[config.mk]
export PLATFORM = sky130hd
export DESIGN_NAME = sdram_port_arbiter
export DESIGN_NICKNAME = d
export VERILOG_FILES = /design/src/rtl/gpu_mem_pkg.sv /design/src/rtl/rd_id_fifo.sv /design/src/rtl/sdram_port_arbiter.sv
export SDC_FILE = /design/constraint.sdc
export NUM_CORES = 1
export LEC_CHECK = 0
export BUFFER_PORTS_ARGS = -buffer_cell sky130_fd_sc_hd__buf_2
export CAP_MARGIN = 20
export CORE_AREA = 2 2 208 210
export CTS_BUF_LIST = sky130_fd_sc_hd__clkbuf_8
export DETAILED_ROUTE_END_ITERATION = 7
export DIE_AREA = 0 0 210 212
export GPL_TIMING_DRIVEN = 0
export PLACE_DENSITY = 0.46
export SLEW_MARGIN = 30
export SYNTH_ARGS = -nofsm -noshare
export SYNTH_HDL_FRONTEND = slang
export SYNTH_SLANG_ARGS = --single-unit
export TNS_END_PERCENT = 1
[constraint.sdc]
create_clock -name clk -period 4.8 [get_ports clk]
set_clock_uncertainty 0.1 [all_clocks]
set_input_delay 0.96 -clock clk [delete_from_list [all_inputs] [get_ports clk]]
set_output_delay 0.96 -clock clk [all_outputs]
set_load 0.03 [all_outputs]
[src/rtl/gpu_mem_pkg.sv]
// Shared types for the GPU memory path: requester IDs, arbiter FSM states
// and default bus widths of the HPS FPGA-to-SDRAM port.
package gpu_mem_pkg;

    localparam int DEF_ADDR_W = 29;
    localparam int DEF_DATA_W = 64;

    typedef enum logic {
        REQ_SCANOUT = 1'b0,
        REQ_RASTER  = 1'b1
    } req_id_e;

    typedef enum logic [1:0] {
        ST_IDLE   = 2'd0,
        ST_GRANT  = 2'd1,
        ST_WBURST = 2'd2
    } arb_state_e;

endpackage

[src/rtl/rd_id_fifo.sv]
// Small synchronous FIFO holding {requester id, burstcount} of issued reads.
// Head is visible combinationally so return beats can be routed in the same cycle.
module rd_id_fifo #(
    parameter int DEPTH = 4,
    parameter int WIDTH = 9
) (
    input  logic             clk,
    input  logic             reset,
    input  logic             push,
    input  logic             pop,
    input  logic [WIDTH-1:0] din,
    output logic [WIDTH-1:0] dout,
    output logic             full,
    output logic             empty
);

    localparam int PTR_W = $clog2(DEPTH);

    logic [WIDTH-1:0] mem_q [DEPTH];
    logic [PTR_W:0]   wr_ptr_q, wr_ptr_d;
    logic [PTR_W:0]   rd_ptr_q, rd_ptr_d;
    logic             do_push, do_pop;

    // Extra pointer bit distinguishes full from empty when indices match.
    assign empty = (wr_ptr_q == rd_ptr_q);
    assign full  = (wr_ptr_q[PTR_W] != rd_ptr_q[PTR_W]) &&
                   (wr_ptr_q[PTR_W-1:0] == rd_ptr_q[PTR_W-1:0]);
    assign dout  = mem_q[rd_ptr_q[PTR_W-1:0]];

    always_comb begin
        do_push  = push && !full;
        do_pop   = pop && !empty;
        wr_ptr_d = wr_ptr_q + {{PTR_W{1'b0}}, do_push};
        rd_ptr_d = rd_ptr_q + {{PTR_W{1'b0}}, do_pop};
    end

    always_ff @(posedge clk) begin
        if (reset) begin
            wr_ptr_q <= '0;
            rd_ptr_q <= '0;
        end else begin
            wr_ptr_q <= wr_ptr_d;
            rd_ptr_q <= rd_ptr_d;
        end
    end

    always_ff @(posedge clk) begin
        if (do_push) begin
            mem_q[wr_ptr_q[PTR_W-1:0]] <= din;
        end
    end

endmodule

[src/rtl/sdram_port_arbiter.sv]
// Round-robin arbiter sharing one Avalon-MM SDRAM port between scanout (m0)
// and raster (m1); write bursts lock the grant, read IDs steer returned data.
module sdram_port_arbiter
    import gpu_mem_pkg::*;
#(
    parameter int ADDR_W   = DEF_ADDR_W,
    parameter int DATA_W   = DEF_DATA_W,
    parameter int BE_W     = 8,
    parameter int BURST_W  = 8,
    parameter int MAX_PEND = 4
) (
    input  logic               clk,
    input  logic               reset,

    input  logic [ADDR_W-1:0]  m0_address,
    input  logic [BURST_W-1:0] m0_burstcount,
    input  logic               m0_read,
    input  logic               m0_write,
    input  logic [DATA_W-1:0]  m0_writedata,
    input  logic [BE_W-1:0]    m0_byteenable,
    output logic               m0_waitrequest,
    output logic [DATA_W-1:0]  m0_readdata,
    output logic               m0_readdatavalid,

    input  logic [ADDR_W-1:0]  m1_address,
    input  logic [BURST_W-1:0] m1_burstcount,
    input  logic               m1_read,
    input  logic               m1_write,
    input  logic [DATA_W-1:0]  m1_writedata,
    input  logic [BE_W-1:0]    m1_byteenable,
    output logic               m1_waitrequest,
    output logic [DATA_W-1:0]  m1_readdata,
    output logic               m1_readdatavalid,

    output logic [ADDR_W-1:0]  s_address,
    output logic [BURST_W-1:0] s_burstcount,
    output logic               s_read,
    output logic               s_write,
    output logic [DATA_W-1:0]  s_writedata,
    output logic [BE_W-1:0]    s_byteenable,
    input  logic               s_waitrequest,
    input  logic [DATA_W-1:0]  s_readdata,
    input  logic               s_readdatavalid,

    output logic               err_rdv
);

    localparam logic [BURST_W-1:0] ONE = BURST_W'(1);

    arb_state_e         state_q, state_d;
    logic               grant_q, grant_d;
    logic               last_grant_q, last_grant_d;
    logic [BURST_W-1:0] beat_cnt_q, beat_cnt_d;
    logic [BURST_W-1:0] ret_cnt_q, ret_cnt_d;
    logic               err_rdv_q, err_rdv_d;

    logic               fifo_push, fifo_pop, fifo_full, fifo_empty;
    logic [BURST_W:0]   fifo_din, fifo_dout;
    logic               head_id;
    logic [BURST_W-1:0] head_bc;

    logic               g_read, g_write;
    logic [BURST_W-1:0] g_burstcount;
    logic               rd_room, elig0, elig1, rdv_hit;

    function automatic logic [BURST_W-1:0] eff_bc(input logic [BURST_W-1:0] bc);
        return (bc == '0) ? ONE : bc;
    endfunction

    rd_id_fifo #(
        .DEPTH (MAX_PEND),
        .WIDTH (BURST_W + 1)
    ) u_rd_id_fifo (
        .clk   (clk),
        .reset (reset),
        .push  (fifo_push),
        .pop   (fifo_pop),
        .din   (fifo_din),
        .dout  (fifo_dout),
        .full  (fifo_full),
        .empty (fifo_empty)
    );

    assign head_id = fifo_dout[BURST_W];
    assign head_bc = fifo_dout[BURST_W-1:0];

    // The command path is a pure mux on the registered grant.
    assign g_read       = grant_q ? m1_read       : m0_read;
    assign g_write      = grant_q ? m1_write      : m0_write;
    assign g_burstcount = grant_q ? m1_burstcount : m0_burstcount;
    assign s_address    = grant_q ? m1_address    : m0_address;
    assign s_burstcount = g_burstcount;
    assign s_writedata  = grant_q ? m1_writedata  : m0_writedata;
    assign s_byteenable = grant_q ? m1_byteenable : m0_byteenable;

    assign m0_readdata      = s_readdata;
    assign m1_readdata      = s_readdata;
    assign rdv_hit          = s_readdatavalid && !fifo_empty;
    assign m0_readdatavalid = rdv_hit && (head_id == REQ_SCANOUT);
    assign m1_readdatavalid = rdv_hit && (head_id == REQ_RASTER);
    assign err_rdv          = err_rdv_q;

    always_comb begin
        ret_cnt_d = ret_cnt_q;
        fifo_pop  = 1'b0;
        if (rdv_hit) begin
            if (ret_cnt_q + ONE == eff_bc(head_bc)) begin
                fifo_pop  = 1'b1;
                ret_cnt_d = '0;
            end else begin
                ret_cnt_d = ret_cnt_q + ONE;
            end
        end
        err_rdv_d = err_rdv_q || (s_readdatavalid && fifo_empty);
    end

    // A slot freed by this cycle's final return beat is already usable.
    always_comb begin
        rd_room = !fifo_full || fifo_pop;
        elig0   = m0_read ? rd_room : m0_write;
        elig1   = m1_read ? rd_room : m1_write;
    end

    always_ff @(posedge clk) begin
        if (reset) begin
            state_q      <= ST_IDLE;
            grant_q      <= 1'b0;
            last_grant_q <= 1'b1;
            beat_cnt_q   <= '0;
            ret_cnt_q    <= '0;
            err_rdv_q    <= 1'b0;
        end else begin
            state_q      <= state_d;
            grant_q      <= grant_d;
            last_grant_q <= last_grant_d;
            beat_cnt_q   <= beat_cnt_d;
            ret_cnt_q    <= ret_cnt_d;
            err_rdv_q    <= err_rdv_d;
        end
    end

    always_comb begin
        state_d      = state_q;
        grant_d      = grant_q;
        last_grant_d = last_grant_q;
        beat_cnt_d   = beat_cnt_q;
        fifo_push    = 1'b0;
        fifo_din     = {grant_q, g_burstcount};
        unique case (state_q)
            ST_IDLE: begin
                if (elig0 || elig1) begin
                    grant_d      = (elig0 && elig1) ? !last_grant_q : elig1;
                    last_grant_d = grant_d;
                    state_d      = ST_GRANT;
                end
            end
            ST_GRANT: begin
                if (g_read) begin
                    if (!s_waitrequest) begin
                        fifo_push = 1'b1;
                        state_d   = ST_IDLE;
                    end
                end else if (g_write) begin
                    if (!s_waitrequest) begin
                        if (eff_bc(g_burstcount) == ONE) begin
                            state_d = ST_IDLE;
                        end else begin
                            beat_cnt_d = eff_bc(g_burstcount) - ONE;
                            state_d    = ST_WBURST;
                        end
                    end
                end else begin
                    state_d = ST_IDLE;
                end
            end
            ST_WBURST: begin
                if (g_write && !s_waitrequest) begin
                    beat_cnt_d = beat_cnt_q - ONE;
                    if (beat_cnt_q == ONE) begin
                        state_d = ST_IDLE;
                    end
                end
            end
            default: state_d = ST_IDLE;
        endcase
    end

    always_comb begin
        s_read         = 1'b0;
        s_write        = 1'b0;
        m0_waitrequest = 1'b1;
        m1_waitrequest = 1'b1;
        unique case (state_q)
            ST_GRANT, ST_WBURST: begin
                s_read  = (state_q == ST_GRANT) && g_read;
                s_write = g_write && !s_read && !((state_q == ST_GRANT) && g_read);
                if (grant_q) begin
                    m1_waitrequest = s_waitrequest;
                end else begin
                    m0_waitrequest = s_waitrequest;
                end
            end
            default: ;
        endcase
    end

endmodule

# Yosys cells after proc, flatten, opt, wreduce, memory -nomap -nowiden

Memories as Yosys holds them, arrays and structs flattened. A register that Yosys moved wholly into a read port is not among the register bits.
Index checks and enable logic that the tools add are counted.

Add/sub/neg operators: 5
Bitwise gates (word level): 1
$mul: 0
Shifts and indexed selects: 0
Eq/ne operators: 17
Multiplexer cells: 41
Divide/modulo/power cells: 0
Order comparisons: 0
Reductions and logical operators: 28

Operators by type and width:

| operator              | number |
|---|---|
| $mux W8               | 10 |
| $mux W64              | 1 |
| $mux W29              | 1 |
| $mux W1               | 18 |
| $mux W2               | 9 |
| $eq A8 B1 Y1 const B  | 2 |
| $logic_not A8 Y1      | 2 |
| $pmux W8 S2           | 1 |
| $sub A8 B1 Y8 const B | 2 |
| $ne A2 B2 Y1 const B  | 7 |
| $logic_and A1 B1 Y1   | 12 |
| $add A8 B1 Y8 const B | 1 |
| $eq A8 B8 Y1          | 1 |
| $add A3 B1 Y3         | 2 |
| $ne A3 B3 Y1 const B  | 2 |
| $pmux W2 S3           | 1 |
| $reduce_and A6 Y1     | 1 |
| $logic_not A1 Y1      | 5 |
| $reduce_and A5 Y1     | 1 |
| $eq A3 B3 Y1          | 1 |
| $logic_or A1 B1 Y1    | 3 |
| $eq A2 B1 Y1 const B  | 1 |
| $eq A2 B2 Y1          | 1 |
| $eq A2 B2 Y1 const B  | 1 |
| 6 further kinds       | 6 |

Output and inout bits: 244
Memories kept: 1
Memory bits (writable): 36
Bits of input ports: 290
Logic and storage cells: 101
Bits in read-only memories: 0
Flip-flop bits (word level): 27
Latch bits: 0

Memories:

| memory             | depth | bits a word | rd ports | clocked after Yosys merged registers in | write ports | RTL line         | source |
|---|---|---|---|---|---|---|---|
| u_rd_id_fifo.mem_q | 4     | 9           | 1        | 1                                       | 1           | rd_id_fifo.sv:19 | `logic [WIDTH-1:0] mem_q [DEPTH];` |

# Depth between registers and ports, before layout

Gate-level depths: netlist (run 1).

Word-level depth: 10
Depth in mapped cells: 14
Depth with buffers taken out: 13

# Hierarchy

A second synthesis (run 1) with hierarchy kept.

Cell total of the unflattened synthesis: 572
Area, all modules: 5,686.7 um2

By module, submodules not included:

| module             | area each (um2) | sequential area each (um2) | cells each | times used |
|---|---|---|---|---|
| sdram_port_arbiter | 4,031.4         | 420.4                      | 489        | 1 |
| rd_id_fifo         | 1,655.3         | 1,201.2                    | 83         | 1 |

# Worst setup path after synthesis (run 1)

OpenSTA, ideal clock, no wires.

Path kind: input to register
Start: in m1_burstcount[2]
End: reg beat_cnt_q[6]
Library setup time: 86 ps
Slack: 1,345 ps
Stages on the path: 13
Data arrival time: 3,270 ps
Required time: 4,614 ps
Buffers on the path: 1
Cell sequence: mux2i_1 > inv_1 > or2_2 > nor2_1 > a21oi_1 > inv_1 > ha_1 > inv_1 > o311ai_0 > a211oi_1 > clkbuf_1 > a21oi_1 > a211oi_1

Longest elaborated chain between the ends: 9
Elaborated cells on any way between the ends: 12
Those cells by class: add/sub: 1; eq/ne: 2; mux: 7; reduce/logical: 2

Ends and longest elaborated chain:

| element              | RTL line                  | source |
|---|---|---|
| start, declared      | sdram_port_arbiter.sv:26  | `input logic [BURST_W-1:0] m1_burstcount,` |
| $mux W8 (*)          | sdram_port_arbiter.sv:90  | `assign g_burstcount = grant_q ? m1_burstcount : m0_burstcount;` |
| net s_burstcount[2]  | sdram_port_arbiter.sv:36  | `output logic [BURST_W-1:0] s_burstcount,` |
| $logic_not A8 Y1     | sdram_port_arbiter.sv:67  | `return (bc == '0) ? ONE : bc;` |
| $mux W8 (*)          | sdram_port_arbiter.sv:67  |  |
| $sub A8 B1 Y8        | sdram_port_arbiter.sv:168 | `beat_cnt_d = eff_bc(g_burstcount) - ONE;` |
| $mux W8              | sdram_port_arbiter.sv:165 | `if (eff_bc(g_burstcount) == ONE) begin` |
| $mux W8              | sdram_port_arbiter.sv:164 | `if (!s_waitrequest) begin` |
| $mux W8              | sdram_port_arbiter.sv:163 | `end else if (g_write) begin` |
| $mux W8              | sdram_port_arbiter.sv:158 | `if (g_read) begin` |
| $pmux W8 S2          | sdram_port_arbiter.sv:149 | `unique case (state_q)` |
| end signal, assigned | sdram_port_arbiter.sv:136 | `beat_cnt_q <= beat_cnt_d;` |
| end, declared        | sdram_port_arbiter.sv:53  | `logic [BURST_W-1:0] beat_cnt_q, beat_cnt_d;` |

The timed path passes the listed nets; every way through them passes the cells marked *. The select of a mux whose other input is x is not followed.
A chain may end at the register's enable or synchronous reset.

# Worst setup path in the final report (run 1)

Start: reg grant_q
End: out s_writedata[36]

Longest elaborated chain between the ends: 1

Ends and longest elaborated chain:

| element                | RTL line                  | source |
|---|---|---|
| start, declared        | sdram_port_arbiter.sv:51  | `logic grant_q, grant_d;` |
| start signal, assigned | sdram_port_arbiter.sv:134 | `grant_q <= grant_d;` |
| $mux W64               | sdram_port_arbiter.sv:93  | `assign s_writedata = grant_q ? m1_writedata : m0_writedata;` |
| end, declared          | sdram_port_arbiter.sv:39  | `output logic [DATA_W-1:0] s_writedata,` |

Every way passes these cells.

==> results of run 1 <==
## state kept, by name, indices dropped and copies added (netlist names)
signal,cells
state_q,2
grant_q,1
err_rdv,1
u_rd_id_fifo.mem_q,36
u_rd_id_fifo.rd_ptr_q,3
u_rd_id_fifo.wr_ptr_q,3
beat_cnt_q,8
last_grant_q,1
ret_cnt_q,8
## final timing paths
path | end | slack, ns
max | s_writedata[36] | 0.46
min | err_rdv | 0.38
max reg2reg | beat_cnt_q[6] | 0.69
min reg2reg | err_rdv | 0.38
## Yosys cell counts (all sizes together), types with 2 or more instances
library cell,count,share of area
and4,3,0.0047
or2,5,0.0056
o31a,2,0.0031
nor3,6,0.0054
xor2,9,0.014
o22ai,4,0.0045
mux2,105,0.21
nor3b,3,0.0040
ha,12,0.027
a22oi,6,0.0081
o21ai,12,0.011
nor2b,5,0.0056
a211oi,4,0.0054
xnor3,3,0.013
o21a,2,0.0027
buf,133,0.18
clkbuf,16,0.013
a21o,3,0.0043
mux4,9,0.042
dfxtp,27,0.097
mux2i,11,0.020
edfxtp,36,0.19
nand2,19,0.013
nand2b,4,0.0045
inv,18,0.012
and3,2,0.0025
nor2,33,0.022
or3b,2,0.0031
nand3,5,0.0045
xnor2,12,0.020
a221oi,2,0.0031
and2,2,0.0025
or4b,2,0.0036
nand4,2,0.0022
a21oi,8,0.0072
## metal layers
layer | GRT usage | vias to the layer above | share of wire
met5 | 0 | - | 0.00056
met4 | 0.0142 | 2 | 0.0093
met3 | 0.0171 | 24 | 0.047
met1 | 0.134 | 2598 | 0.45
met2 | 0.154 | 208 | 0.49
li1 | - | 2776 | -
## area by class of cell
cell class / instances / area share
Tap cell: 546 / 0.0775
Multi-Input combinational cell: 314 / 0.320
Clock inverter: 7 / 0.00639
Timing Repair Buffer: 470 / 0.267
Clock buffer: 9 / 0.0141
Inverter: 18 / 0.00766
Buffer: 149 / 0.123
Antenna cell: 3 / 0.000852
Sequential cell: 63 / 0.184
## layout by cell type, fill, tap and decap left out, types with 3 or more instances in the layout
cell type and n:
nor2b_1 5, mux2_2 104, a21oi_1 8, nor2_1 33, and4_1 3, nand2_1 19
ha_1 12, clkinv_2 3, o21ai_0 12, nand3_1 5, diode_2 3, clkbuf_1 14
buf_4 129, dfxtp_1 27, nor3_1 6, mux4_1 8, edfxtp_1 36, xor2_1 9
a22oi_1 6, mux2i_1 11, buf_2 470, nand2b_1 4, xnor2_1 11, clkbuf_8 10
o22ai_1 4, or2_2 5, a211oi_1 4, inv_1 20, buf_6 4
## cell families (layout without fill, tap and decap cells)
logic type,after synthesis,in the layout,synth area share
buffers and inverters,167,653,0.206
muxes,125,125,0.273
and+or+nand+nor,97,97,0.0883
DFF,63,63,0.290
AOI/OAI and AO/OA,56,56,0.0688
xor gates and xnor gates,24,24,0.0468
adders and majority gates,12,12,0.0269
other,0,3,0
## tightest hold or removal path: cells and delay by family (launching register included)
kind / cells / cell delay (ns)
and+or+nand+nor: 1 / 0.07
DFF: 1 / 0.33
AOI/OAI and AO/OA: 1 / 0.04
## timing repair
item                                    in CTS  in global routing
hold endpoints to repair                     0                  0
endpoints found under the setup margin       0                 45
hold buffers                                 0                  0
gates resized for setup                      0                  3
## power groups by stage
| stage | registers (mW) | clock network, mW | logic (mW) |
|---|---|---|---|
| 2_1_floorplan | 0.611 | 0 | 0.701 |
| 3_3_place_gp | 0.612 | 0 | 1.02 |
| 3_5_place_dp | 0.612 | 0 | 1.03 |
| 4_1_cts | 0.600 | 0.457 | 1.03 |
| 5_1_grt | 0.602 | 0.480 | 1.09 |
| 6_report | 0.600 | 0.440 | 1.02 |
==> flow_summary.yaml, run 1 <==
placement:
  portBuffers: 469
  placed_cell_area_mm2: 0.00863
  placedCellCount: 1560
  place_congestion: 0.787
  hpwl_um: 20200
  place_ws_ns: 0.443
min_path:
  hold_start: "err_rdv"
  hold_depth: 2
  hold_path_class: "flop to flop"
logic_synthesis:
  synthFlopType: "edfxtp_1"
  synth_edf_count: 36
  synthesis.area_mm2: 0.00558
  async_flop_share: 0
  syn_inst: 544
  syn_area_per_cell_um2: 10.3
  synth_nets: 846
  ys_types: 64
  ys_ff_latch: 63
  ys_seq_area_frac: 0.290
  yosysWarnings: 0
critical_path:
  timing.rr.start: "grant_q"
  worst_setup_path_end_kind: "output pin"
  crit_cells: 6
  critical_path_arrival_ns: 3.28
  critPathKind: "flop to output pin"
  cp-startpoint: "grant_q"
  crit_fanout: 10
  crit_buf_inv: 5
  path_delay_family: "buffers and inverters"
  worst_setup_path_start_kind: "flop"
  cp_slowest_stage_delay_ns: 0.61
  crit_required_ns: 3.74
  cpMaxStageDelayCell: "clkbuf_1"
  r2r_cells: 12
  path_cells: "buf_2, clkbuf_1, clkbuf_2, clkbuf_1, mux2_2, buf_2"
routing:
  detail_route.vias_per_cell: 3.55
  drtPass1Iterations: 4
  dr.first_iter.drc_count: 191
  via_count: 5608
  route.detailed.drc: 0
  avgRoutedWirePerCell_um: 14.7
  wl_um: 23100
  ant_nets: 0
timing:
  fin_crit_sh: 0.904
  max_freq_ghz: 0.230
  maxSlewViolCount: 0
  worst_pin_slew_ns: 0.927
  min_period_ns: 4.34
  max_slew_margin: 0.380
  setup_viol: 0
  setup-tns-final_ns: 0
  whs_ns: 0.380
  setup_ws_ns: 0.459
  hold_viol: 0
  rsz0062_at_grt: "false"
grt:
  antenna_found_initial: 11
  grt_max_degree: 11
  grt_pass1_vias: 5361
  grt.total_usage: 0.0950
  gr-total-overflow: 0
  grt_pass1_wl_um: 31900
floorplanning:
  io_pins: 534
  core-area_mm2: 0.0425
  die_w_um: 210
  die_area_mm2: 0.0445
  die_y_um: 212
  rows: 76
  start_util: 0.131
cts:
  cts.sinks: 63
  post_cts.repair.setup_buffers: 0
  clock_latency_ns: 0.34
  clockBufferDepth: 2
  cts_buffers: 9
  cts_max_level: 3
  cts_tree: "done"
  cts.clk_slew.worst_paths_ns: 0.07
  cts-root-buf: "clkbuf_8"
power_and_ir_drop:
  ir_drop_uv: 118
  power.leakage_nw: 4.23
  power_density_mw_per_mm2: 234
  p_switching_mw: 0.836
  power_frac_clock: 0.213
  combinationalPowerShare: 0.495
  p_total_mw: 2.06
  p_int_mw: 1.22
  seq_power_share: 0.291
  p_sw_frac: 0.406
run_status:
  outcome: "completed"
cells_and_area:
  ff_latch_area_mm2: 0.00162
  fillCellCount: 4666
  multi_input_area_mm2: 0.00282
  stdcell_area_mm2: 0.00882
  nets: 1327
  final_core_utilization: 0.207
  syn2layout_area_growth_pct: 57.9
  stdcell_count: 1579
  drive_gt1_frac: 0.717
run:
  drv_cap: 0
(Power assumes the default switching activity.)
==> inputs of run 2 (changes only) <==
--- a/config.mk
+++ b/config.mk
@@ -12,9 +12,10 @@
 export DETAILED_ROUTE_END_ITERATION = 7
 export DIE_AREA = 0 0 210 212
 export GPL_TIMING_DRIVEN = 0
-export PLACE_DENSITY = 0.46
+export PLACE_DENSITY = 0.47
 export SLEW_MARGIN = 30
 export SYNTH_ARGS = -nofsm -noshare
 export SYNTH_HDL_FRONTEND = slang
+export SYNTH_HIERARCHICAL = 1
 export SYNTH_SLANG_ARGS = --single-unit
 export TNS_END_PERCENT = 1
==> flow_summary.yaml, run 2 <==
run_status:
  outcome: "completed"
floorplanning:
  die_y_um: 212
  rows: 76
  die_area_mm2: 0.0445
  core-area_mm2: 0.0425
  die_w_um: 210
  start_util: 0.134
  io_pins: 534
logic_synthesis:
  syn_area_per_cell_um2: 9.94
  yosysTopAreaCell: "mux2_2"
  syn_inst: 572
  async_flop_share: 0
  synthesis.area_mm2: 0.00569
  synth_common_cells: "buf_4, mux2_2, edfxtp_1"
  synth_nets: 874
  synth.area.top_cells: "mux2_2, edfxtp_1, buf_4"
  ys_types: 66
  synth_top_area_frac: 0.210
  ys_seq_area_frac: 0.285
  yosysWarnings: 6
  ys_ff_latch: 63
  synth_edf_count: 36
  synthFlopType: "edfxtp_1"
  yosysMostFrequentCell: "buf_4"
cells_and_area:
  drive_gt1_frac: 0.711
  final_common_cell: "buf_2"
  mostFrequentLayoutCells: "buf_2, buf_4, mux2_2, edfxtp_1, dfxtp_1"
  stdcell_area_mm2: 0.00899
  fillCellCount: 4717
  stdcell_count: 1604
  final_core_utilization: 0.212
  syn2layout_area_growth_pct: 58.1
  nets: 1354
  largest_reg_flops: 36
critical_path:
  cp_slowest_stage_delay_ns: 0.56
  crit_buf_inv: 4
  path_cells: "buf_2, clkbuf_1, clkbuf_1, mux2_2, buf_2"
  crit_fanout: 19
  cpMaxStageDelayCell: "clkbuf_1"
  critPathKind: "flop to output pin"
  worst_setup_path_start_kind: "flop"
  critical_path_arrival_ns: 3.02
  path_delay_family: "buffers and inverters"
  crit_required_ns: 3.74
  worst_setup_path_end_kind: "output pin"
timing:
  hold_viol: 0
  max_freq_ghz: 0.245
  max_slew_margin: 0.482
  setup-tns-final_ns: 0
  maxSlewViolCount: 0
  min_period_ns: 4.08
  fin_crit_sh: 0.850
  rsz0062_at_grt: "false"
  setup_viol: 0
  worst_pin_slew_ns: 0.756
cts:
  post_cts.repair.setup_buffers: 0
  clock_latency_ns: 0.35
  cts_max_level: 3
  ctsHoldBuffers: 0
  ctsResizeCount: 0
  cts-root-buf: "clkbuf_8"
  cts_buffers: 9
  cts_tree: "done"
  clockBufferDepth: 2
  cts.clk_slew.worst_paths_ns: 0.07
  cts.sinks: 63
power_and_ir_drop:
  ir_drop_uv: 123
  power_density_mw_per_mm2: 320
  power.leakage_nw: 4.19
  p_total_mw: 2.88
grt:
  grt.total_usage: 0.110
  gr-total-overflow: 0
  grt_pass1_wl_um: 36700
  antenna_found_initial: 1
  grt_max_degree: 20
  grt_pass1_vias: 5715
routing:
  drtPass1Iterations: 4
  avgRoutedWirePerCell_um: 16.4
  detail_route.vias_per_cell: 3.68
  ant_nets: 0
  wl_um: 26300
  route.detailed.drc: 0
  dr.first_iter.drc_count: 179
  via_count: 5897
placement:
  hpwl_um: 23300
  placed_cell_area_mm2: 0.00875
  place_congestion: 0.828
  placedCellCount: 1588
  portBuffers: 469
min_path:
  hold_path_class: "flop to flop"
run:
  drv_cap: 0
[run 2: cell count changes after synthesis, sizes merged, moves of 4 or more]
cell	change
nor2	-15
a31oi	+7
a21oi	+10
and2	+4
o21ai	+7
or2	-4
buf	+4
nand3	+5
nor3	+6
a22oi	-5
[run 2: worst paths after layout]
kind / from / end / slack [ns] / depth (start not counted)
worst max register to register: grant_q / beat_cnt_q[5] / 0.81 / 11
worst min register to register: err_rdv / err_rdv / 0.37 / 2
worst min-delay path: err_rdv / err_rdv / 0.37 / 2
worst max-delay path: grant_q / s_writedata[23] / 0.72 / 5
[run 2: power by group]
part / switching, mW / internal (mW) / total [mW] / leakage [nW]
clock: 0.225 / 0.347 / 0.571 / 0.118
combinational: 1.06 / 0.603 / 1.66 / 3.53
sequential: 0.0267 / 0.619 / 0.646 / 0.545
[run 2: tightest hold or removal path, cell delays in order (launching register included)]
cell and delay, ns:
dfxtp_1 0.33, a21oi_1 0.04, nor2_1 0.07
[run 2: metrics by stage]
| stage | setup WS (ns) | hold slack (ns) |
|---|---|---|
| 3_5_place_dp | 0.281 | 0.357 |
| 2_1_floorplan | 1.49 | 0.348 |
| 3_3_place_gp | 0.321 | 0.361 |
| 5_1_grt | 0.337 | 0.415 |
| 6_report | 0.718 | 0.373 |
| 4_1_cts | 0.480 | 0.378 |
[run 2: area by class of cell]
class,instances,area (µm²),area share
multi-input cells,335,2940,0.327
repair buffers,470,2350,0.262
flip-flops and latches,63,1620,0.180
plain buffers,152,1070,0.119
well taps,546,683,0.0760
clock buffers,9,124,0.0138
clock inverters,7,119,0.0132
inverters,21,78.8,0.00877
diodes,1,2.50,0.000278
[run 2: layer usage]
layer  vias to the layer above  global-route usage  wire (µm)
li1                       2896                   -          -
met5                         -                   0          0
met1                      2790               0.141      11300
met4                         0              0.0135        114
met2                       200               0.197      13700
met3                        11              0.0222       1150
[run 2: kinds of logic (layout without fill, tap and decap cells)]
| logic type | after synthesis | after routing | share of synthesized area |
|---|---|---|---|
| muxes | 123 | 123 | 0.260 |
| DFF | 63 | 63 | 0.285 |
| xor gates and xnor gates | 22 | 22 | 0.0352 |
| and+or+nand+nor | 100 | 100 | 0.0979 |
| adders and majority gates | 12 | 12 | 0.0264 |
| buffers and inverters | 174 | 659 | 0.202 |
| other | 0 | 1 | 0 |
| AOI/OAI and AO/OA | 78 | 78 | 0.0937 |
==> inputs of run 3 (changes only) <==
--- a/config.mk
+++ b/config.mk
@@ -5,12 +5,13 @@
 export SDC_FILE = /design/constraint.sdc
 export NUM_CORES = 1
 export LEC_CHECK = 0
+export ABC_AREA = 1
 export BUFFER_PORTS_ARGS = -buffer_cell sky130_fd_sc_hd__buf_2
 export CAP_MARGIN = 20
-export CORE_AREA = 2 2 208 210
+export CORE_AREA = 2 2 209 211
 export CTS_BUF_LIST = sky130_fd_sc_hd__clkbuf_8
 export DETAILED_ROUTE_END_ITERATION = 7
-export DIE_AREA = 0 0 210 212
+export DIE_AREA = 0 0 211 213
 export GPL_TIMING_DRIVEN = 0
 export PLACE_DENSITY = 0.47
 export SLEW_MARGIN = 30
==> flow_summary.yaml, run 3 <==
power_and_ir_drop:
  ir_drop_uv: 127
  combinationalPowerShare: 0.543
  p_sw_frac: 0.473
  seq_power_share: 0.266
  power_frac_clock: 0.192
  p_total_mw: 2.35
  p_switching_mw: 1.11
  power_density_mw_per_mm2: 262
  power.leakage_nw: 4.92
  p_int_mw: 1.24
logic_synthesis:
  ys_types: 40
  ys_ff_latch: 63
  synth_nets: 1201
  synth.area.top_cells: "nand2_1, edfxtp_1, buf_4"
  yosysWarnings: 6
  syn_area_per_cell_um2: 6.40
  synthFlopType: "edfxtp_1"
  synth_edf_count: 36
  syn_inst: 899
  async_flop_share: 0
  yosysMostFrequentCell: "nand2_1"
  synthesis.area_mm2: 0.00575
  synth_common_cells: "nand2_1, buf_4, inv_1"
  yosysTopAreaCell: "nand2_1"
  ys_seq_area_frac: 0.282
  synth_top_area_frac: 0.257
timing:
  worst_pin_slew_ns: 0.923
  max_freq_ghz: 0.252
  min_period_ns: 3.97
  fin_crit_sh: 0.828
  rsz0062_at_grt: "false"
  max_slew_margin: 0.384
  maxSlewViolCount: 0
  setup-tns-final_ns: 0
  setup_viol: 0
  setup_ws_ns: 0.827
  hold_viol: 0
min_path:
  hold_start: "err_rdv"
  min_to: "err_rdv"
  hold_path_class: "flop to flop"
  hold_depth: 2
critical_path:
  crit_fanout: 10
  critical_path_arrival_ns: 2.91
  crit_buf_inv: 5
  worst_setup_path_start_kind: "flop"
  timing.rr.start: "grant_q"
  path_delay_family: "buffers and inverters"
  path_cells: "buf_6, buf_6, clkbuf_1, clkbuf_1, nand2_1, nand2_1, buf_2"
  cp_slowest_stage_delay_ns: 0.70
  cpMaxStageDelayCell: "clkbuf_1"
  crit_required_ns: 3.74
  r2r_cells: 16
  reg2reg_to: "beat_cnt_q[7]"
  worst-r2r-setup-slack_ns: 1.86
  critPathKind: "flop to output pin"
  worst_setup_path_end_kind: "output pin"
grt:
  gr-total-overflow: 0
  grt.total_usage: 0.116
  grt_pass1_wl_um: 39200
  grt_pass1_vias: 6566
  grt_max_degree: 12
  antenna_found_initial: 3
cells_and_area:
  largest_reg_flops: 36
  stdcell_area_mm2: 0.00898
  nets: 1681
  drive_gt1_frac: 0.473
  final_common_cell: "buf_2"
  mostFrequentLayoutCells: "buf_2, nand2_1, buf_4, inv_1, nor2_1"
  syn2layout_area_growth_pct: 56.1
floorplanning:
  io_pins: 534
  die_area_mm2: 0.0449
  die_y_um: 213
  die_w_um: 211
  rows: 76
  core-area_mm2: 0.0427
  start_util: 0.135
routing:
  wl_um: 28400
  route.detailed.drc: 0
  avgRoutedWirePerCell_um: 14.7
  via_count: 7050
  drtPass1Iterations: 4
  dr.first_iter.drc_count: 240
  ant_nets: 0
  detail_route.vias_per_cell: 3.65
cts:
  ctsResizeCount: 0
  cts.sinks: 63
  cts_tree: "done"
  ctsHoldBuffers: 0
  clock_latency_ns: 0.34
  post_cts.repair.setup_buffers: 0
  clockBufferDepth: 2
  cts-root-buf: "clkbuf_8"
  cts_buffers: 9
  cts.clk_slew.worst_paths_ns: 0.07
  cts_max_level: 3
placement:
  hpwl_um: 24900
  place_congestion: 0.837
  place_ws_ns: 1.10
  portBuffers: 469
  placed_cell_area_mm2: 0.00878
run:
  drv_cap: 0
run_status:
  outcome: "completed"
==> run 3: cell count changes after synthesis, sizes merged, moves of 9 or more <==
| cell | previous run | this run |
|---|---|---|
| inv | 21 | 63 |
| mux2 | 106 | 0 |
| nand3 | 10 | 37 |
| nor2 | 18 | 57 |
| nand2 | 19 | 401 |
| mux4 | 9 | 0 |
| xnor2 | 14 | 4 |
| o21ai | 19 | 38 |
==> run 3: metrics by stage <==
| step | utilization | hold slack, ns | instances |
|---|---|---|---|
| 5_1_grt | 0.210 | 0.403 | 1932 |
| 3_5_place_dp | 0.206 | 0.359 | 1914 |
| 6_report | 0.210 | 0.370 | 1932 |
| 4_1_cts | 0.210 | 0.378 | 1930 |
| 3_3_place_gp | 0.206 | 0.343 | 1914 |
| 2_1_floorplan | - | 0.344 | 899 |
==> run 3: power groups by stage <==
| stage | Combinational, mW | Sequential [mW] | Clock (mW) |
|---|---|---|---|
| 6_report | 1.27 | 0.624 | 0.450 |
| 5_1_grt | 1.38 | 0.628 | 0.484 |
| 4_1_cts | 1.30 | 0.624 | 0.468 |
| 3_5_place_dp | 1.29 | 0.635 | 0 |
| 3_3_place_gp | 1.29 | 0.635 | 0 |
| 2_1_floorplan | 0.830 | 0.633 | 0 |
==> run 3: worst min-delay path: stages, from the launching register on <==
cell,delay [ns]
dfxtp_1,0.33
a21oi_1,0.04
nor2_1,0.07
==> run 3: how the worst max path moves through the flow <==
stage / from / endpoint / depth (start not counted)
2_1_floorplan: s_readdatavalid / m0_readdatavalid / 5
6_report: grant_q / s_writedata[16] / 7
3_3_place_gp: grant_q / s_writedata[19] / 7
4_1_cts: grant_q / s_writedata[16] / 7
3_5_place_dp: grant_q / s_writedata[16] / 7
5_1_grt: grant_q / s_writedata[16] / 7
==> run 3: cells by family (layout without fill, tap and decap cells) <==
| group | count (synthesis) | after routing | share of synthesized area |
|---|---|---|---|
| flops | 63 | 63 | 0.282 |
| compound gates | 80 | 80 | 0.0764 |
| buf+inv | 224 | 709 | 0.238 |
| fa+ha+maj | 12 | 12 | 0.0261 |
| xor+xnor | 8 | 8 | 0.0135 |
| simple gates | 512 | 512 | 0.365 |
| other cells | 0 | 2 | 0 |
==> run 3: final cells by class <==
class | count | area, µm²
Antenna cell | 2 | 5.00
Fill cell | 4917 | 33700
Sequential cell | 63 | 1620
Multi-Input combinational cell | 612 | 2760
Timing Repair Buffer | 469 | 2350
Buffer | 160 | 1130
Clock inverter | 7 | 65.1
Tap cell | 546 | 683
Inverter | 64 | 240
Clock buffer | 9 | 124
==> run 3: layer usage <==
layer	vias to the layer above	wire [µm]	GRT usage
met1	3164	12100	0.147
met5	-	0	0
met4	0	278	0.0185
met2	222	15000	0.212
met3	13	1070	0.0160
li1	3651	-	-
